$ cat config.mk
export PLATFORM = sky130hd
export DESIGN_NAME = mem_port_arbiter
export DESIGN_NICKNAME = d
export VERILOG_FILES = /design/src/rtl/mem_port_arbiter.sv
export SDC_FILE = /design/constraint.sdc
export NUM_CORES = 1
export LEC_CHECK = 0
export CELL_PAD_IN_SITES_DETAIL_PLACEMENT = 0
export CELL_PAD_IN_SITES_GLOBAL_PLACEMENT = 1
export CORE_UTILIZATION = 26
export DETAILED_ROUTE_END_ITERATION = 12
export GPL_TIMING_DRIVEN = 0
export HOLD_SLACK_MARGIN = 0.06
export PLACE_DENSITY = 0.83
export SLEW_MARGIN = 20
export SYNTH_ARGS = -nofsm -noshare
export SYNTH_HDL_FRONTEND = slang
export SYNTH_SLANG_ARGS = --single-unit
export TNS_END_PERCENT = 10
$ cat constraint.sdc
create_clock -name clk -period 1.6 [get_ports clk]
set_input_delay 0.32 -clock clk [delete_from_list [all_inputs] [get_ports clk]]
set_output_delay 0.32 -clock clk [all_outputs]
set_load 0.02 [all_outputs]
$ cat src/rtl/mem_port_arbiter.sv
// Two-requester arbiter for the shared RAM port B: registered req/ack handshake,
// one RAM transaction at a time, read data returned with a one-cycle ack.
module mem_port_arbiter #(
  parameter int ADDR_W      = 16,
  parameter int DATA_W      = 16,
  parameter int RAM_LATENCY = 1,
  parameter int FIXED_PRIO  = 0
) (
  input  logic              clk,
  input  logic              reset,
  input  logic              req0,
  input  logic              we0,
  input  logic [ADDR_W-1:0] addr0,
  input  logic [DATA_W-1:0] wdata0,
  output logic              ack0,
  output logic [DATA_W-1:0] rdata0,
  input  logic              req1,
  input  logic              we1,
  input  logic [ADDR_W-1:0] addr1,
  input  logic [DATA_W-1:0] wdata1,
  output logic              ack1,
  output logic [DATA_W-1:0] rdata1,
  output logic [ADDR_W-1:0] ram_address,
  output logic [DATA_W-1:0] ram_data,
  output logic              ram_wren,
  input  logic [DATA_W-1:0] ram_q,
  output logic              busy,
  output logic              grant_id
);

  typedef enum logic [1:0] {IDLE, ISSUE, WAIT, DONE} state_t;

  localparam logic [1:0] WAIT_INIT = 2'(RAM_LATENCY - 1);

  state_t     state, state_n;
  logic [1:0] wait_cnt;
  logic       last_grant;
  logic       we_q;
  logic       win;
  logic       any_req;

  always_comb begin
    any_req = req0 | req1;
    win     = 1'b0;
    if (req0 && req1)
      win = (FIXED_PRIO != 0) ? 1'b0 : ~last_grant;
    else if (req1)
      win = 1'b1;
  end

  always_comb begin
    state_n = state;
    case (state)
      IDLE:    if (any_req) state_n = ISSUE;
      ISSUE:   state_n = WAIT;
      WAIT:    if (wait_cnt == '0) state_n = DONE;
      DONE:    state_n = IDLE;
      default: state_n = IDLE;
    endcase
  end

  always_ff @(posedge clk) begin
    if (reset)
      state <= IDLE;
    else
      state <= state_n;
  end

  // Outputs are registered off the next state so busy/ack line up with the FSM
  // without any input-to-output combinational path.
  always_ff @(posedge clk) begin
    if (reset) begin
      ack0        <= 1'b0;
      ack1        <= 1'b0;
      rdata0      <= '0;
      rdata1      <= '0;
      ram_address <= '0;
      ram_data    <= '0;
      ram_wren    <= 1'b0;
      busy        <= 1'b0;
      grant_id    <= 1'b0;
      wait_cnt    <= '0;
      last_grant  <= 1'b1;
      we_q        <= 1'b0;
    end else begin
      ack0     <= 1'b0;
      ack1     <= 1'b0;
      ram_wren <= 1'b0;
      busy     <= (state_n != IDLE);
      case (state)
        IDLE: begin
          if (any_req) begin
            grant_id    <= win;
            ram_address <= win ? addr1  : addr0;
            ram_data    <= win ? wdata1 : wdata0;
            ram_wren    <= win ? we1    : we0;
            we_q        <= win ? we1    : we0;
          end
        end
        ISSUE: wait_cnt <= WAIT_INIT;
        WAIT: begin
          if (wait_cnt == '0) begin
            if (!we_q) begin
              if (grant_id) rdata1 <= ram_q;
              else          rdata0 <= ram_q;
            end
            if (grant_id) ack1 <= 1'b1;
            else          ack0 <= 1'b1;
          end else begin
            wait_cnt <= wait_cnt - 2'd1;
          end
        end
        DONE: last_grant <= grant_id;
        default: ;
      endcase
    end
  end

endmodule

Word level (Yosys, flattened, before mapping):

Cells that the tools add are included.
W data, S select, Z words.

* flip-flop bits (word level): 75
* input port bits: 86
* output and inout port bits: 69
* word-level logic and storage cells: 49

* add/sub/neg operators: 1
* equal/unequal tests: 4
* mux-type cells: 12
* bitwise logic cells: 8
* reduce and logical (&&, ||, !) cells: 11

Operators with widths (count)
* $mux W16: 2
* $pmux W2 S4: 1
* $reduce_and A4 Y1: 2
* $not A1 Y1: 7
* $mux W2: 3
* $reduce_or A3 Y1: 2
* $mux W1: 5
* $eq A2 B2 Y1 const B: 2
* $logic_not A2 Y1: 2
* $pmux W2 S2: 1
* $reduce_and A2 Y1: 2
* $reduce_bool A2 Y1: 2
* $eq A2 B1 Y1 const B: 1
* $ne A2 B2 Y1 const B: 1
* $sub A2 B1 Y2 const B: 1
* $logic_and A1 B1 Y1: 1
* $or A1 B1 Y1: 1

Depth between registers and ports, before layout:

* word-level depth: 4
* depth in mapped cells: 8
* mapped depth without buffers: 5

Least setup slack after synthesis:

No wires, ideal clock.

* path type: reg2reg
* start point: register state[0]
* end point: register rdata1[10]
* setup time: 0.132 ns
* arrival time: 1.400 ns
* required time: 1.468 ns
* setup slack: 0.067 ns
* stages on the path, launching flop included: 9
* buffers on the path: 3
* period minus slack after synthesis: 1.533 ns
* cell sequence: dfxtp_1 -> inv_1 -> ha_1 -> buf_4 -> and4b_1 -> buf_4 -> buf_4 -> nand2_1 -> a21oi_1

* cells in the longest elaborated chain, start to end: 2

RTL lines
* start, declared: RTL line 35 `state_t state, state_n;`
* start signal, assigned: RTL line 66 `state <= state_n;`
* $eq A2 B2 Y1: RTL line 90 `case (state)`
* $reduce_and A4 Y1 (no line)
* end signal, assigned: RTL line 104 `if (grant_id) rdata1 <= ram_q;`
* end, declared: RTL line 22 `output logic [DATA_W-1:0] rdata1,`

No other way between the ends.
A chain may end at the register's enable or synchronous reset.

Final worst setup path:

* start point: register ram_data[14]
* end point: output ram_data[14]

RTL lines
* start, declared: RTL line 24 `output logic [DATA_W-1:0] ram_data,`
* start signal, assigned: RTL line 95 `ram_data <= win ? wdata1 : wdata0;`

No word-level cell between the ends.

==> impl_metrics.toml <==
[outcome]
status = "completed"

[layout]
antenna_cells = 0
fillerInstances = 1221
fin_cells = 714
stdcell_area_mm2 = 0.00530
drive_gt1_share_pct = 13.7
nets = 634
areaGrowthSynthToFinish_pct = 61.9
final_util_pct = 43.6

[yosys]
avgSynthCellArea_um2 = 8.62
ys_types = 33
async_flop_share_pct = 0
synth_top_cell_area_share_pct = 45.8
syn-num-nets = 472
synth_warnings = 0
synth_area_leaders = "dfxtp_1 (46%), a211oi_2 (12%), nand2_1 (11%), a21oi_1 (10%), nor2_1 (4.6%)"
synthTopCellsByCount = "nand2_1 (97), dfxtp_1 (75), a21oi_1 (67)"
seq_area_frac_synth_pct = 45.8
synth-main-ff-cell = "dfxtp_1"
synth_edf_count = 0
syn-cell-area_mm2 = 0.00328
yosys.cell_count.top_type = "nand2_1"
syn_inst = 380
synth-seq-cells = 75
yosysTopAreaCell = "dfxtp_1"

[critical_path]
startpoint = "ram_data[14]"
critPathMaxFanout = 2
start_kind = "flip-flop"
rr_worst_depth = 7
required_ns = 1.28
rr_startpoint = "state[0]"
cpPeakStageDelay_ns = 0.60
cpLargestDelayFamily = "buffers and inverters"
worst_path_max_delay_cell = "clkdlybuf4s50_1"
critical_path_class = "flip-flop to output pin"
cp_cell_sequence = "clkdlybuf4s50_1"
crit_buf_inv = 1
endpoint_kind = "output pin"
crit_arrival_ns = 1.25
cp.depth = 1

[clock_tree]
clock_path_buffers = 2
cts.clk_slew.worst_paths_ns = 0.06
hold_buffers = 0
h-tree-depth = 3
postCtsSetupBuffers = 0
cts_tree = "built"
cts_buffers = 9
clkLatencyLatePin_ns = 0.33
root_buffer = "clkbuf_16"
clock-sinks = 75

[sta]
setup_tns_ns = 0
slew_headroom_pct = 51.4
min_period_over_period_pct = 98.2
max_freq_mhz = 636
finalHoldViolations = 0
setup_viol = 0
whs_ns = 0.301
worst_pin_slew_ns = 0.729
fin_crit_ns = 1.57
drv_slew = 0
rsz0062_at_grt = "true"
worst_slack_ns = 0.0289
fin_skew_ns = 0.00562

[grt]
antenna_found_initial = 0
grt_pass1_wl_mm = 15.5
grt.overflow.total = 0
grt_use_total_pct = 15.2
grt_max_degree = 17
grt_pass1_vias = 3113

[hold_path]
hold_depth = 2
hold_class = "primary input to flip-flop"
worstHoldStart = "reset"

[drt]
vias = 3148
drt-pass1-iter-count = 4
wl_mm = 10.0
wl_per_cell_um = 14.1
viasPerCell = 4.41
first_iter_violations = 131
post-route-drc-count = 0
detail-route-antenna-nets = 0

[job]
cap_violations = 0

[pwr]
power.leakage_nw = 2.47
total_power_mw = 7.95
ir_worst_vdd_uv = 593
power_density_mw_per_mm2 = 1500

[floorplan]
initial_core_util_pct = 26.9
dieArea_mm2 = 0.0131
pin_count = 155
die_h_um = 114
die_w_um = 114
core.rowCount = 40
core_mm2 = 0.0122

[placement]
post-place-ws_ns = -0.277
gp_congestion = 0.757
io_buffers = 153
dp_hpwl_mm = 7.65
place_area_mm2 = 0.00502
placed_cells_incl_taps = 701
routing by layer:
metal  vias to the layer above  wire length, um  GRT usage [%]
met5                         -                0              0
met4                         0               94           5.28
met3                         6              553           4.08
met2                        84             5060           26.2
met1                      1459             4330           18.2
li1                       1599                -              -
worst paths after layout:
| path | slack [ns] | end |
|---|---|---|
| worst min-delay path | 0.30 | state[1] |
| worst max register to register | 0.10 | rdata1[15] |
| worst max-delay path | 0.03 | ram_data[14] |
| worst min register to register | 0.45 | rdata0[4] |
area by class of cell:
class,count,area (um^2),share of cell area [%]
clock buffer,10,229,4.32
sequential,75,1510,28.4
clock inverter,5,55.1,1.04
buffer,30,218,4.10
timing repair buffer,153,1530,28.8
multi-input combinational,268,1540,29.1
inverter,5,18.8,0.354
tap,168,210,3.96
repair_timing:
item                       4_1_cts  5_1_grt
setup endpoints to repair       88       62
hold endpoints to repair         0        0
gates resized for setup         48       34
power breakdown:
group          total [mW]  leakage [nW]  internal (mW)  switching (mW)
combinational        3.44          1.72           1.49            1.95
sequential           2.56         0.615           2.33           0.235
clock                1.95         0.134           1.19           0.755
total                7.95          2.47           5.01            2.94
kinds of logic after synthesis:
family                     share of synthesized area, %
AOI/OAI and AO/OA                                  25.3
adders and majority gates                          2.29
buffers and inverters                              7.29
DFF                                                45.8
muxes                                             0.305
and+or+nand+nor                                    19.0
cell usage in the layout, fill, tap and decap left out, types with 3 or more instances in the layout:
cell,instances
a21oi_1,67
ha_1,4
buf_4,11
dlymetal6s2s_1,21
buf_2,3
nand2_1,97
clkbuf_16,9
dfxtp_1,74
clkdlybuf4s50_1,86
buf_6,7
a211oi_1,3
clkbuf_1,7
o21ai_0,3
inv_1,4
dlygate4sd2_1,46
a211oi_2,31
nor2_1,40
registers in the layout (all words and copies together) (netlist names):
register,cells
rdata0,16
grant_id,1
ram_data,16
state,2
last_grant,1
busy,1
ack1,1
wait_cnt,2
ram_wren,1
we_q,1
rdata1,16
ram_address,16
ack0,1
Power figures use the tool's default switching activity.
==> patch: new RTL, same flow settings <==
The 4 states of `state_t` get a Gray code encoding in 2 bits.
--- a/src/rtl/mem_port_arbiter.sv
+++ b/src/rtl/mem_port_arbiter.sv
@@ -28,7 +28,7 @@
   output logic              grant_id
 );
 
-  typedef enum logic [1:0] {IDLE, ISSUE, WAIT, DONE} state_t;
+  typedef enum logic [1:0] {IDLE = 2'b00, ISSUE = 2'b01, WAIT = 2'b11, DONE = 2'b10} state_t;
 
   localparam logic [1:0] WAIT_INIT = 2'(RAM_LATENCY - 1);
 
Check against the original RTL: no difference found for any inputs over 4 cycles, from zero or initial values and one cycle with reset high; so few cycles prove little.
==> patch against the original RTL <==
- sequential cell count stayed put
- synthesized area grew 4.4%
- first-iteration DRC count fell by 11%
- routed wire length is 2.2% higher
- design area rose by 5.7%
- worst setup slack gained 0.053 ns
- via count shrank 0.57%
- global-route usage is 0.060 points lower
- hold slack improved by 0.17 ns
- core utilization rose by 0.44 points
Power is not compared: it rests on default switching activity, and its combinational part moved more than twofold at a synthesized area within 25%.
==> patch: results (changes against the original RTL) <==
initial antenna violation count=0 (unchanged); R2R Setup Slk=0.09 ns; Placer Congestion=0.769 (+1.6%); clock skew=0.00785 ns (+0.00224 ns); Total Routed Length=10.3 mm (+2.2%); Layout Nets=595 (-6.2%); vias per cell=4.57 (+3.6%); Syn Nets=428 (-9.3%); clock latency on the worst-skew pair=0.33 ns (about the same); IO Port Bufs=154 (+0.65%); status=complete, no violations; largest net degree at the start of global routing=14 (-3); first-pass GRT wire length=15.7 mm (+1.0%); top cells by area, synth=dfxtp_1 (44%), mux2i_1 (14%), a211oi_2 (11%); diode count=0 (unchanged); post-synthesis sequential area ratio=43.9% (-1.9 points); share of cells above drive strength 1=16.6% (+2.8 points); fillers=1263 (+3.4%); DP Wirelength=7.65 mm (about the same); Reg2Reg Depth=7 (unchanged); clk root buf=clkbuf_16; pre-CTS setup slack=-0.516 ns (-0.240 ns); Peak VDD IR=about 500 uV; Critical R2R Launch=wait_cnt[0]; CTS clock-pin slew for the worst setup and hold paths=0.06 ns (about the same); Iter 0 DRT Violations=116 (-11%); FFs w/ async S/R, synth=0% (unchanged); reg-to-reg endpoint=rdata0[4]; Cell variety after synth=34 (+3.0%); crit path max fanout=10 (+8); worst min path class=flip-flop to flip-flop; top post-synthesis cells by count=dfxtp_1 (75), a21oi_1 (50), mux2i_1 (49); vias in the first global route=3206 (+3.0%); Hold Path Cell Cnt=2 (unchanged); H-tree Lvls=3 (unchanged); leakage=roughly 2.7 nW; CTS buffer count=9 (unchanged); Total GRT Usage=15.1% (-0.060 points); Yosys warnings=0 (unchanged); Clock Path Buffers=2 (unchanged); Hold WS=0.474 ns (+0.173 ns); Min-Delay Startpoint=rdata1[5]; DRT Pass-1 Iters=4 (unchanged); relative slew slack=70.0% (+19 points); hold path endpoint=rdata1[5]
[patch: routing by layer]
metal	track usage (%)	part of all wire (%)	vias up
li1	-	-	1552
met1	17.6	44	1438
met2	26.5	47	129
met3	4.46	7.6	11
met4	4.98	1.4	0
met5	0	0	-
[patch: power by group]
group | leakage (nW) | internal (mW) | switching (mW)
combinational | 1.93 | 0.547 | 0.557
sequential | 0.614 | 1.98 | 0.0537
clock | 0.137 | 1.25 | 0.797
[patch: what timing repair did]
action / 4_1_cts / 5_1_grt
resized for setup: 56 / 40
setup buffers: 2 / 0
pin swaps: 1 / 0
endpoints found under the setup margin: 97 / 83
hold endpoints to repair: 0 / 0
[patch: worst max path at each step]
stage | start | to | slack [ns] | cells past startpoint
floorplan | wait_cnt[0] | rdata1[10] | 0.11 | 7
global placement | reset | ram_address[7] | -0.47 | 4
detailed placement | reset | ram_address[7] | -0.52 | 4
CTS | req1 | ram_data[6] | -0.03 | 6
global route | wait_cnt[0] | rdata0[8] | -0.01 | 7
finish | req1 | ram_data[9] | 0.08 | 6
[patch: area by class of cell]
| cell class | instances | area, um2 | area share (%) |
|---|---|---|---|
| Sequential cell | 75 | 1500 | 26.8 |
| Inverter | 4 | 18.8 | 0.335 |
| Timing Repair Buffer | 156 | 1570 | 28.0 |
| Buffer | 34 | 239 | 4.26 |
| Tap cell | 172 | 215 | 3.84 |
| Multi-Input combinational cell | 228 | 1750 | 31.3 |
| Clock buffer | 10 | 239 | 4.26 |
| Clock inverter | 6 | 65.1 | 1.16 |
[patch: critical path: stages]
cell,delay [ns]
clkdlybuf4s50_1,0.51
a21boi_1,0.18
buf_4,0.16
buf_6,0.18
mux2i_1,0.28
a211oi_2,0.10
[patch: kinds of logic (layout without fill, tap and decap cells)]
logic type / count (synthesis) / count (layout) / share of synthesized area (%)
compound gates: 108 / 108 / 23.3
mux: 49 / 49 / 14.3
fa+ha+maj: 1 / 1 / 0.366
buf+inv: 38 / 210 / 6.43
simple gates: 70 / 70 / 11.7
flops: 75 / 75 / 43.9
[patch: per-stage QoR]
stage	cell area, um2	cells	power (mW)	setup TNS (ns)	util [%]
6_report	5600	685	5.18	0	44.1
5_1_grt	5600	685	5.42	-0.0221	44.1
4_1_cts	5480	685	5.25	-0.124	43.1
3_5_place_dp	5180	667	3.22	-23.59	40.7
3_3_place_gp	5180	667	3.21	-20.86	40.7
2_1_floorplan	3420	341	2.67	0	-
